<file path="src/rtl/lock_sequencer.sv">
// Combination-lock sequencer: stores secret data and a password, then checks entered candidates one digit per cycle.
// Latency: one cycle per transition; a password check takes exactly 8 cycles in CHECK.
// Backpressure: none; next_i is dropped while CHECK or LOCKOUT is active, tick_i is dropped outside timed states.
//
// Ports:
//   clk_i, rst_i        - single clock, synchronous active-high reset
//   next_i, tick_i      - one-cycle button press and timebase pulses
//   entry_i[31:0]       - eight BCD digits, digit1 in [3:0]
//   state_o[2:0]        - current state code
//   clear_o             - one-cycle request to zero the entry registers
//   busy_o, open_o, lockout_o - state decodes
//   attempts_o[2:0]     - consecutive failed attempts
//   data_o[31:0]        - stored data, zero unless open
//
// Optional feature: define LOCK_AUTO_RELOCK_EN to relock automatically after OPEN_TICKS tick_i pulses in OPEN.

module lock_sequencer #(
  parameter int unsigned MAX_ATTEMPTS  = 3,
  parameter logic [15:0] LOCKOUT_TICKS = 16'd30000,
  parameter logic [15:0] OPEN_TICKS    = 16'd50000
) (
  input  logic        clk_i,
  input  logic        rst_i,
  input  logic        next_i,
  input  logic        tick_i,
  input  logic [31:0] entry_i,
  output logic [2:0]  state_o,
  output logic        clear_o,
  output logic        busy_o,
  output logic        open_o,
  output logic        lockout_o,
  output logic [2:0]  attempts_o,
  output logic [31:0] data_o
);

  typedef enum logic [2:0] {
    ST_DATA    = 3'd0,
    ST_NEWPASS = 3'd1,
    ST_ARMED   = 3'd2,
    ST_PASS    = 3'd3,
    ST_CHECK   = 3'd4,
    ST_OPEN    = 3'd5,
    ST_LOCKOUT = 3'd6
  } state_t;

  localparam logic [3:0] MAX_ATT = 4'(MAX_ATTEMPTS);

  state_t      state_q, state_d;
  logic [31:0] data_q, data_d;
  logic [31:0] pass_q, pass_d;
  logic [31:0] cand_q, cand_d;
  logic [15:0] timer_q, timer_d;
  logic [2:0]  idx_q, idx_d;
  logic        mismatch_q, mismatch_d;
  logic [2:0]  attempts_q, attempts_d;
  logic        clear_q, clear_d;

  logic        digit_ne;
  logic        mismatch_final;
  logic [3:0]  attempts_inc;
  logic        timer_expire;

  // One digit per cycle; the final digit is folded in combinationally so
  // the decision is made on the 8th CHECK cycle without an extra state.
  assign digit_ne       = cand_q[{idx_q, 2'b00} +: 4] != pass_q[{idx_q, 2'b00} +: 4];
  assign mismatch_final = mismatch_q | digit_ne;
  assign attempts_inc   = {1'b0, attempts_q} + 4'd1;
  // A zero timer is treated as expired too, so a timed state can never stall.
  assign timer_expire   = tick_i && (timer_q <= 16'd1);

  always_ff @(posedge clk_i) begin
    if (rst_i) begin
      state_q    <= ST_DATA;
      data_q     <= '0;
      pass_q     <= '0;
      cand_q     <= '0;
      timer_q    <= '0;
      idx_q      <= '0;
      mismatch_q <= 1'b0;
      attempts_q <= '0;
      clear_q    <= 1'b0;
    end else begin
      state_q    <= state_d;
      data_q     <= data_d;
      pass_q     <= pass_d;
      cand_q     <= cand_d;
      timer_q    <= timer_d;
      idx_q      <= idx_d;
      mismatch_q <= mismatch_d;
      attempts_q <= attempts_d;
      clear_q    <= clear_d;
    end
  end

  always_comb begin
    state_d    = state_q;
    data_d     = data_q;
    pass_d     = pass_q;
    cand_d     = cand_q;
    timer_d    = timer_q;
    idx_d      = idx_q;
    mismatch_d = mismatch_q;
    attempts_d = attempts_q;
    clear_d    = 1'b0;

    case (state_q)
      ST_DATA: begin
        if (next_i) begin
          data_d  = entry_i;
          state_d = ST_NEWPASS;
          clear_d = 1'b1;
        end
      end

      ST_NEWPASS: begin
        if (next_i) begin
          pass_d  = entry_i;
          state_d = ST_ARMED;
        end
      end

      ST_ARMED: begin
        if (next_i) begin
          state_d = ST_PASS;
          clear_d = 1'b1;
        end
      end

      ST_PASS: begin
        if (next_i) begin
          cand_d     = entry_i;
          mismatch_d = 1'b0;
          idx_d      = 3'd0;
          state_d    = ST_CHECK;
        end
      end

      ST_CHECK: begin
        mismatch_d = mismatch_final;
        if (idx_q == 3'd7) begin
          idx_d = 3'd0;
          if (!mismatch_final) begin
            attempts_d = 3'd0;
            // Loaded in every build; only the auto-relock build counts it down.
            timer_d    = OPEN_TICKS;
            state_d    = ST_OPEN;
          end else if (attempts_inc < MAX_ATT) begin
            attempts_d = attempts_inc[2:0];
            state_d    = ST_PASS;
            clear_d    = 1'b1;
          end else begin
            attempts_d = attempts_inc[2:0];
            timer_d    = LOCKOUT_TICKS;
            state_d    = ST_LOCKOUT;
          end
        end else begin
          idx_d = idx_q + 3'd1;
        end
      end

      ST_LOCKOUT: begin
        if (timer_expire) begin
          timer_d    = 16'd0;
          attempts_d = 3'd0;
          state_d    = ST_PASS;
          clear_d    = 1'b1;
        end else if (tick_i) begin
          timer_d = timer_q - 16'd1;
        end
      end

      ST_OPEN: begin
`ifdef LOCK_AUTO_RELOCK_EN
        if (timer_expire) begin
          timer_d = 16'd0;
        end else if (tick_i) begin
          timer_d = timer_q - 16'd1;
        end
        // Press and expiry in the same cycle collapse into one relock.
        if (next_i || timer_expire) begin
          state_d = ST_ARMED;
        end
`else
        if (next_i) begin
          state_d = ST_ARMED;
        end
`endif
      end

      default: begin
        state_d = ST_DATA;
      end
    endcase
  end

  assign state_o    = state_q;
  assign clear_o    = clear_q;
  assign busy_o     = (state_q == ST_CHECK);
  assign open_o     = (state_q == ST_OPEN);
  assign lockout_o  = (state_q == ST_LOCKOUT);
  assign attempts_o = attempts_q;
  assign data_o     = (state_q == ST_OPEN) ? data_q : 32'd0;

endmodule
</file>
<file path="config.mk">
export PLATFORM = sky130hd
export DESIGN_NAME = lock_sequencer
export DESIGN_NICKNAME = d
export VERILOG_FILES = /design/src/rtl/lock_sequencer.sv
export SDC_FILE = /design/constraint.sdc
export NUM_CORES = 1
export LEC_CHECK = 0
export ABC_AREA = 1
export CORE_MARGIN = 1
export CORE_UTILIZATION = 48
export DETAILED_ROUTE_END_ITERATION = 10
export GPL_ROUTABILITY_DRIVEN = 0
export PLACE_DENSITY = 0.78
export SYNTH_ARGS = -nofsm -noshare
export SYNTH_HDL_FRONTEND = slang
export SYNTH_SLANG_ARGS = --single-unit
export TNS_END_PERCENT = 50
</file>
<file path="constraint.sdc">
create_clock -name clk_i -period 2.4 [get_ports clk_i]
set_input_delay 0.24 -clock clk_i [delete_from_list [all_inputs] [get_ports clk_i]]
set_output_delay 0.24 -clock clk_i [all_outputs]
set_load 0.02 [all_outputs]
</file>
# Word level (Yosys, flattened, before mapping)
# Cells that the tools add are included.
totals:
  register_bits: 123
  output_inout_bits: 42
  input_bits: 36
  elab_cells: 77
classes:
  n_addsub: 3
  reduce_logical: 13
  magnitude_cmp: 2
  mux: 31
  eq_ne: 16
  bitwise: 1
  shift: 2
ops:
  columns: ["operator", "count"]
  rows:
  - ["$mux W16", 5]
  - ["$shiftx A32 B6 Y4", 2]
  - ["$mux W3", 13]
  - ["$mux W32", 1]
  - ["$pmux W16 S2", 1]
  - ["$pmux W3 S6", 1]
  - ["$le A16 B1 Y1 const B", 1]
  - ["$sub A16 B1 Y16 const B", 1]
  - ["$eq A3 B3 Y1 const B", 4]
  - ["$pmux W3 S2", 2]
  - ["$reduce_and A2 Y1", 4]
  - ["$eq A3 B2 Y1 const B", 2]
  - ["$mux W1", 6]
  - ["$ne A2 B1 Y1 const B", 3]
  - ["$ne A2 B2 Y1 const B", 3]
  - ["$reduce_and A6 Y1", 1]
  - ["$add A3 B1 Y4 const B", 1]
  - ["$lt A4 B2 Y1 const B", 1]
  - ["$ne A4 B4 Y1", 1]
  - ["$reduce_and A4 Y1", 1]
  - ["$reduce_bool A2 Y1", 2]
  - ["$reduce_or A2 Y1", 2]
  - ["$add A3 B1 Y3 const B", 1]
  - ["$eq A3 B1 Y1 const B", 1]
  - ["8 further kinds", 8]

# Depth between registers and ports, before layout
# Gate-level depths: netlist (run 1).
logic_depth:
  ltp_word: 6
  ltp_mapped: 17

# Worst setup path after synthesis (run 1)
# OpenSTA, ideal clock, no wires.
synth_path:
  kind: "reg2out"
  from: "register state_q[0], in the netlist state_o[0]"
  to: "output data_o[10]"
  t_required_ns: 2.160
  arrival_time_ns: 1.776
  path_stages_with_launch: 8
  n_path_buf: 1
  slack_ns: 0.384
  cell_sequence: "dfxtp_1 -> inv_1 -> nor2_1 -> inv_1 -> nor2_1 -> inv_1 -> clkbuf_1 -> nor2_1"
synth_via:
  elab_chain_len: 2
synth_rtl:
  columns: ["item", "line_no", "source"]
  rows:
  - ["start: declaration", "48", "state_t state_q, state_d;"]
  - ["start signal: assignment", "83", "state_q <= state_d;"]
  - ["$eq A3 B3 Y1", null, null]
  - ["net open_o", "30", "output logic open_o,"]
  - ["$mux W32", "202", "assign data_o = (state_q == ST_OPEN) ? data_q : 32'd0;"]
  - ["end: declaration", "33", "output logic [31:0] data_o"]
# The timed path passes the listed nets, and every way through them passes these cells.

# Worst setup path in the final report (run 1)
layout_path:
  from: "register state_q[2], in the netlist state_o[2]"
  to: "output lockout_o"
layout_via:
  elab_chain_len: 1
layout_rtl:
  columns: ["item", "line_no", "source"]
  rows:
  - ["$eq A3 B3 Y1", "200", "assign lockout_o = (state_q == ST_LOCKOUT);"]
  - ["end: declaration", "31", "output logic lockout_o,"]
# Every way passes these cells.

==> impl_metrics.ini, run 1 <==
[status]
status = finished clean

[floorplan]
ios = 78
dieArea_um2 = 12900
core.rowCount = 40
initial_utilization = 0.496
core_um2 = 12100
die_w_um = 114
die_h_um = 114

[sta]
tightest_slew_ps = 555
fin_crit_sh = 0.935
rsz0062_at_grt = no
setup_viol = 0
tns_ps = 0
max_slew_margin = 0.630
fmax_mhz = 446
hold_viol_final = 0
layout_setup_ws_ps = 157
slew_violations = 0
holdWs_ps = 449
final.min_clock_period_ps = 2240
skew_ps = 5.45

[cells_and_area]
fin_area_um2 = 7370
antenna-diode-count = 0
fin_nets = 1008
stdcell_count = 1146
utilization = 0.611
drive_gt1_frac = 0.0644
area_growth_pct = 23.2

[drt]
dr_total_vias = 5631
dr.first_iter.drc_count = 296
drc = 0
via_per_inst = 4.91
routed_wirelength_um = 14100
ant_nets = 0
wl_per_cell_um = 12.3
drtPass1Iterations = 6

[clock_network]
worstSkewPairLatency_ps = 420
numClockSinks = 123
cts_tree = done
cts_max_level = 4
root_buffer = clkbuf_16
numCtsBuffers = 17
post-cts-setup-buffers = 0
path_clk_slew_ps = 50
clock_path_buffers = 2

[place]
dp.cells = 1115
place_ws_ps = 218
post_dp_cell_area_um2 = 6890
numPortBuffers = 77
hpwl_um = 9790

[power_and_ir_drop]
peakVddDrop_mv = 0.453
power_mw = 6.62
leakage_nw = 3.31
pwr_density_cell_nw_per_um2 = 898

[global_routing]
gr-total-overflow = 0
globalRouteTotalUtil = 0.230
grt_pass1_vias = 4994
grt_max_degree = 65
antenna_found_initial = 0
grt_pass1_wl_um = 23500

[critical_path]
critPathTopFamily = buffers and inverters
crit_type = flip-flop to primary output
crit_slowest_cell = clkdlybuf4s50_1
path_buf_inv = 2
cp-end-kind = primary output
worst_ep_required_time_ps = 2160
arrival_ps = 2000
cp_slowest_stage_delay_ps = 660
worstSetupStartpointType = flip-flop
path_max_fanout = 7
crit_chain = inv_1 > nor2_2 > clkdlybuf4s50_1

[logic_synthesis]
syn_area_um2 = 5980
synth_area_per_cell_um2 = 6.65
netlist_instances = 900
synth_nets = 942
yosysTopAreaCellShare = 0.411
synthTopCellsByArea = dfxtp_1 41%, nand2_1 10%, a21oi_1 9.5%
async_flop_share = 0
synth.most_common_cell = nand2_1
synth_cell_types = 32
ys_top_cells_by_count = 163 x nand2_1, 133 x inv_1, 123 x dfxtp_1, 113 x a21oi_1, 111 x nor2_1
seq_area_frac_synth = 0.411
dominantRegCellSynth = dfxtp_1
post-synth-top-area-cell = dfxtp_1
ys_ff_latch = 123
synth_edf_count = 0
yosysWarnings = 0

[min_path]
hp-class = flip-flop to flip-flop

[run]
drv_cap = 0
[routing by layer]
layer / GRT usage / share of wire / vias to the layer above
met5: 0 / 0 / -
met4: 0.0921 / 0.014 / 0
met3: 0.0521 / 0.046 / 19
met2: 0.378 / 0.49 / 114
met1: 0.291 / 0.45 / 2512
li1: - / - / 2986
[cells in the final DEF (no fill, tap or decap), types with 2 or more instances in the layout]
cell               n
a21oi_1          113
a31oi_1            3
buf_12             2
buf_4             17
clkbuf_1           4
clkbuf_16         17
clkbuf_2           4
clkbuf_8           2
clkdlybuf4s50_1   45
clkinv_1           2
clkinv_2           5
clkinvlp_4         2
dfxtp_1          122
dlygate4sd2_1     28
ha_1               6
inv_1            132
inv_2              4
nand2_1          162
nand3_1           51
nand3_4            2
nand4_1            4
nor2_1           110
nor2_2             2
nor3_1             7
o21ai_0          108
o22ai_1            2
xor2_1            11
[worst min-delay path, stage by stage (launching register included)]
cell and delay (ps):
dfxtp_1 290, inv_1 60, a21oi_1 50
[registers in the layout (all words and copies together), names as in the netlist]
name / flops
pass_q: 32
timer_q: 16
mismatch_q: 1
state_o: 3
clear_o: 1
cand_q: 32
data_q: 32
idx_q: 3
attempts_o: 3
[layout make-up]
type                       instances  area, um^2
multi-input combinational        590        2760
sequential                       123        2460
clock inverter                     8        70.1
clock buffer                      23         468
timing repair buffer              96         883
tap                              168         210
fill                            1150        4690
inverter                         138         518
[what timing repair did]
action	CTS	global route
pin swaps	0	1
hold buffers	0	0
setup endpoints to repair	32	35
resized for setup	32	11
[final timing paths]
| kind | from | to | slack, ps | depth (start not counted) |
|---|---|---|---|---|
| max | state_o[2]$_SDFFE_PP0P_ | lockout_o | 160 | 3 |
| min | data_q[7]$_SDFFE_PP0P_ | data_q[7]$_SDFFE_PP0P_ | 450 | 2 |
| max reg2reg | timer_q[0]$_SDFFE_PP0P_ | attempts_o[1]$_SDFFE_PP0P_ | 240 | 12 |
| min reg2reg | data_q[7]$_SDFFE_PP0P_ | data_q[7]$_SDFFE_PP0P_ | 450 | 2 |
[report_power, final]
group          total, mW  internal (mW)  switching [mW]
clock network       2.33           1.46           0.873
logic               1.85          0.653            1.20
registers           2.44           2.32           0.122
[kinds of logic (layout without fill, tap and decap cells)]
logic type,Yosys count,in the layout,synth area share
and+or+nand+nor,343,343,0.237
AOI/OAI and AO/OA,230,230,0.195
buffers and inverters,187,265,0.128
DFF,123,123,0.411
xor gates and xnor gates,11,11,0.0161
adders and majority gates,6,6,0.0125
Power figures use the tool's default switching activity.
==> run 2, diff against run 1 <==
Settings changed: SKIP_LAST_GASP set to 1.
==> impl_metrics.ini, run 2 (same netlist as run 1, synthesis figures left out) <==
[drt]
ant_nets = 0
wl_met2_um = 6840
wl_per_cell_um = 12.4
met3WireLength_um = 628
drtPass1Iterations = 5
met1Wirelength_um = 6450
routed_wirelength_um = 14200
dr.first_iter.drc_count = 318
dr_total_vias = 5652
top_layer = met4
via_per_inst = 4.93
drc = 0

[cells_and_area]
final_cell_mix = 163 x nand2_1, 132 x inv_1, 123 x dfxtp_1, 113 x a21oi_1, 110 x nor2_1
fillCellCount = 1137
reg_top3 = cand_q x32, data_q x32, pass_q x32
antenna-diode-count = 0
area_growth_pct = 24.4
mostFrequentLayoutCell = nand2_1
drive_gt1_frac = 0.0583
stdcell_count = 1146
fin_nets = 1008

[critical_path]
crit_chain = inv_1 > nor2_1 > inv_1 > nor2_1 > inv_1 > buf_4 > nor2_1 > dlygate4sd2_1
path_max_fanout = 32
crit_type = flip-flop to primary output
rr_worst_depth = 12
crit_slowest_cell = dfxtp_1
worst_ep_required_time_ps = 2160
critPathTopFamily = buffers and inverters
worstSetupStartpointType = flip-flop
cp-end-kind = primary output
arrival_ps = 2080
path_buf_inv = 5
rr_startpoint = timer_q[0]$_SDFFE_PP0P_
reg2reg_slack_ps = 190
reg2reg_to = attempts_o[1]$_SDFFE_PP0P_
cp_slowest_stage_delay_ps = 430

[sta]
skew_ps = 6.87
tightest_slew_ps = 557
slew_violations = 0
final.min_clock_period_ps = 2320
fmax_mhz = 432
setup_viol = 0
max_slew_margin = 0.629
fin_crit_sh = 0.965
hold_viol_final = 0
rsz0062_at_grt = yes

[place]
numPortBuffers = 77
dp.cells = 1115
hpwl_um = 9790

[min_path]
min_to = data_q[26]$_SDFFE_PP0P_
whs_path_depth = 2
hp-class = flip-flop to flip-flop
hold_start = data_q[26]$_SDFFE_PP0P_

[power_and_ir_drop]
p_comb_frac = 0.279
switchingPower_mw = 2.19
pwr-share-seq = 0.368
pwr_density_cell_nw_per_um2 = 889
p_sw_frac = 0.331
p_int_mw = 4.43
leakage_nw = 3.54
clockPowerShare = 0.352
power_mw = 6.62
peakVddDrop_mv = 0.455

[global_routing]
antenna_found_initial = 0
gr-total-overflow = 0
grt_max_degree = 65
globalRouteTotalUtil = 0.230
grt_pass1_vias = 5000
grt_pass1_wl_um = 23600

[floorplan]
initial_utilization = 0.496
die_w_um = 114
core_um2 = 12100
die_h_um = 114
dieArea_um2 = 12900
core.rowCount = 40
ios = 78

[clock_network]
cts_max_level = 4
cts_tree = done
numCtsBuffers = 17
path_clk_slew_ps = 50
clock_path_buffers = 2
numClockSinks = 123
worstSkewPairLatency_ps = 420
root_buffer = clkbuf_16

[status]
status = finished clean

[run]
drv_cap = 0
## run 2: cell types whose count changed in the layout (fill, tap and decap cells not counted)
cell,delta
dfxtp_1,+1
nand2_1,+1
nand2_2,-1
dfxtp_2,-1
dlymetal6s2s_1,+16
dlygate4sd2_1,-12
clkbuf_2,-4
## run 2: metrics by stage
| step | hold slack (ps) | utilization | setup WS, ps | TNS [ps] | area, um^2 |
|---|---|---|---|---|---|
| CTS | 450 | 0.614 | -185 | -2810 | 7400 |
| global placement | 440 | 0.571 | 190 | 0 | 6890 |
| floorplan | 375 | - | 384 | 0 | 5980 |
| finish | 448 | 0.617 | 82.9 | 0 | 7450 |
| detailed placement | 441 | 0.571 | 218 | 0 | 6890 |
| global route | 466 | 0.617 | -92.6 | -1090 | 7450 |
## run 2: cell type report
class / count / area, um^2 / share of cell area
flip-flops and latches: 123 / 2460 / 0.331
multi-input cells: 590 / 2760 / 0.371
inverters: 138 / 518 / 0.0696
repair buffers: 96 / 958 / 0.129
clock inverters: 8 / 70.1 / 0.00941
well taps: 168 / 210 / 0.0282
clock buffers: 23 / 468 / 0.0628
## run 2: timing repair
item | CTS | global route
resized for setup | 16 | 17
buffers inserted | 0 | 0
hold buffers | 0 | 0
setup endpoints to repair | 32 | 35
## run 2: power groups by stage
stage / clock (mW) / combinational [mW] / sequential, mW
3_5_place_dp: 0 / 1.83 / 2.48
3_3_place_gp: 0 / 1.81 / 2.47
2_1_floorplan: 0 / 1.39 / 2.47
6_report: 2.33 / 1.85 / 2.44
4_1_cts: 2.36 / 1.86 / 2.44
5_1_grt: 2.47 / 2.11 / 2.47
## run 2: how the worst max path moves through the flow
stage	start	to	slack [ps]	cells past startpoint
6_report	state_o[0]$_SDFFE_PP0P_	data_o[0]	80	8
5_1_grt	state_o[0]$_SDFFE_PP0P_	data_o[0]	-90	8
4_1_cts	state_o[0]$_SDFFE_PP0P_	data_o[17]	-180	8
3_5_place_dp	tick_i	attempts_o[2]$_SDFFE_PP0P_	220	11
3_3_place_gp	tick_i	attempts_o[2]$_SDFFE_PP0P_	190	11
2_1_floorplan	state_o[0]$_SDFFE_PP0P_	data_o[10]	380	7
## run 2: layer usage
metal	global-route usage	up-vias
met5	0	-
met4	0.0921	0
met3	0.0521	21
met2	0.378	131
met1	0.291	2515
li1	-	2985
## run 2: worst min-delay path, delay by kind of cell (launching register included)
family	cells	cell delay (ps)
compound gates	1	50
flops	1	290
buf+inv	1	60
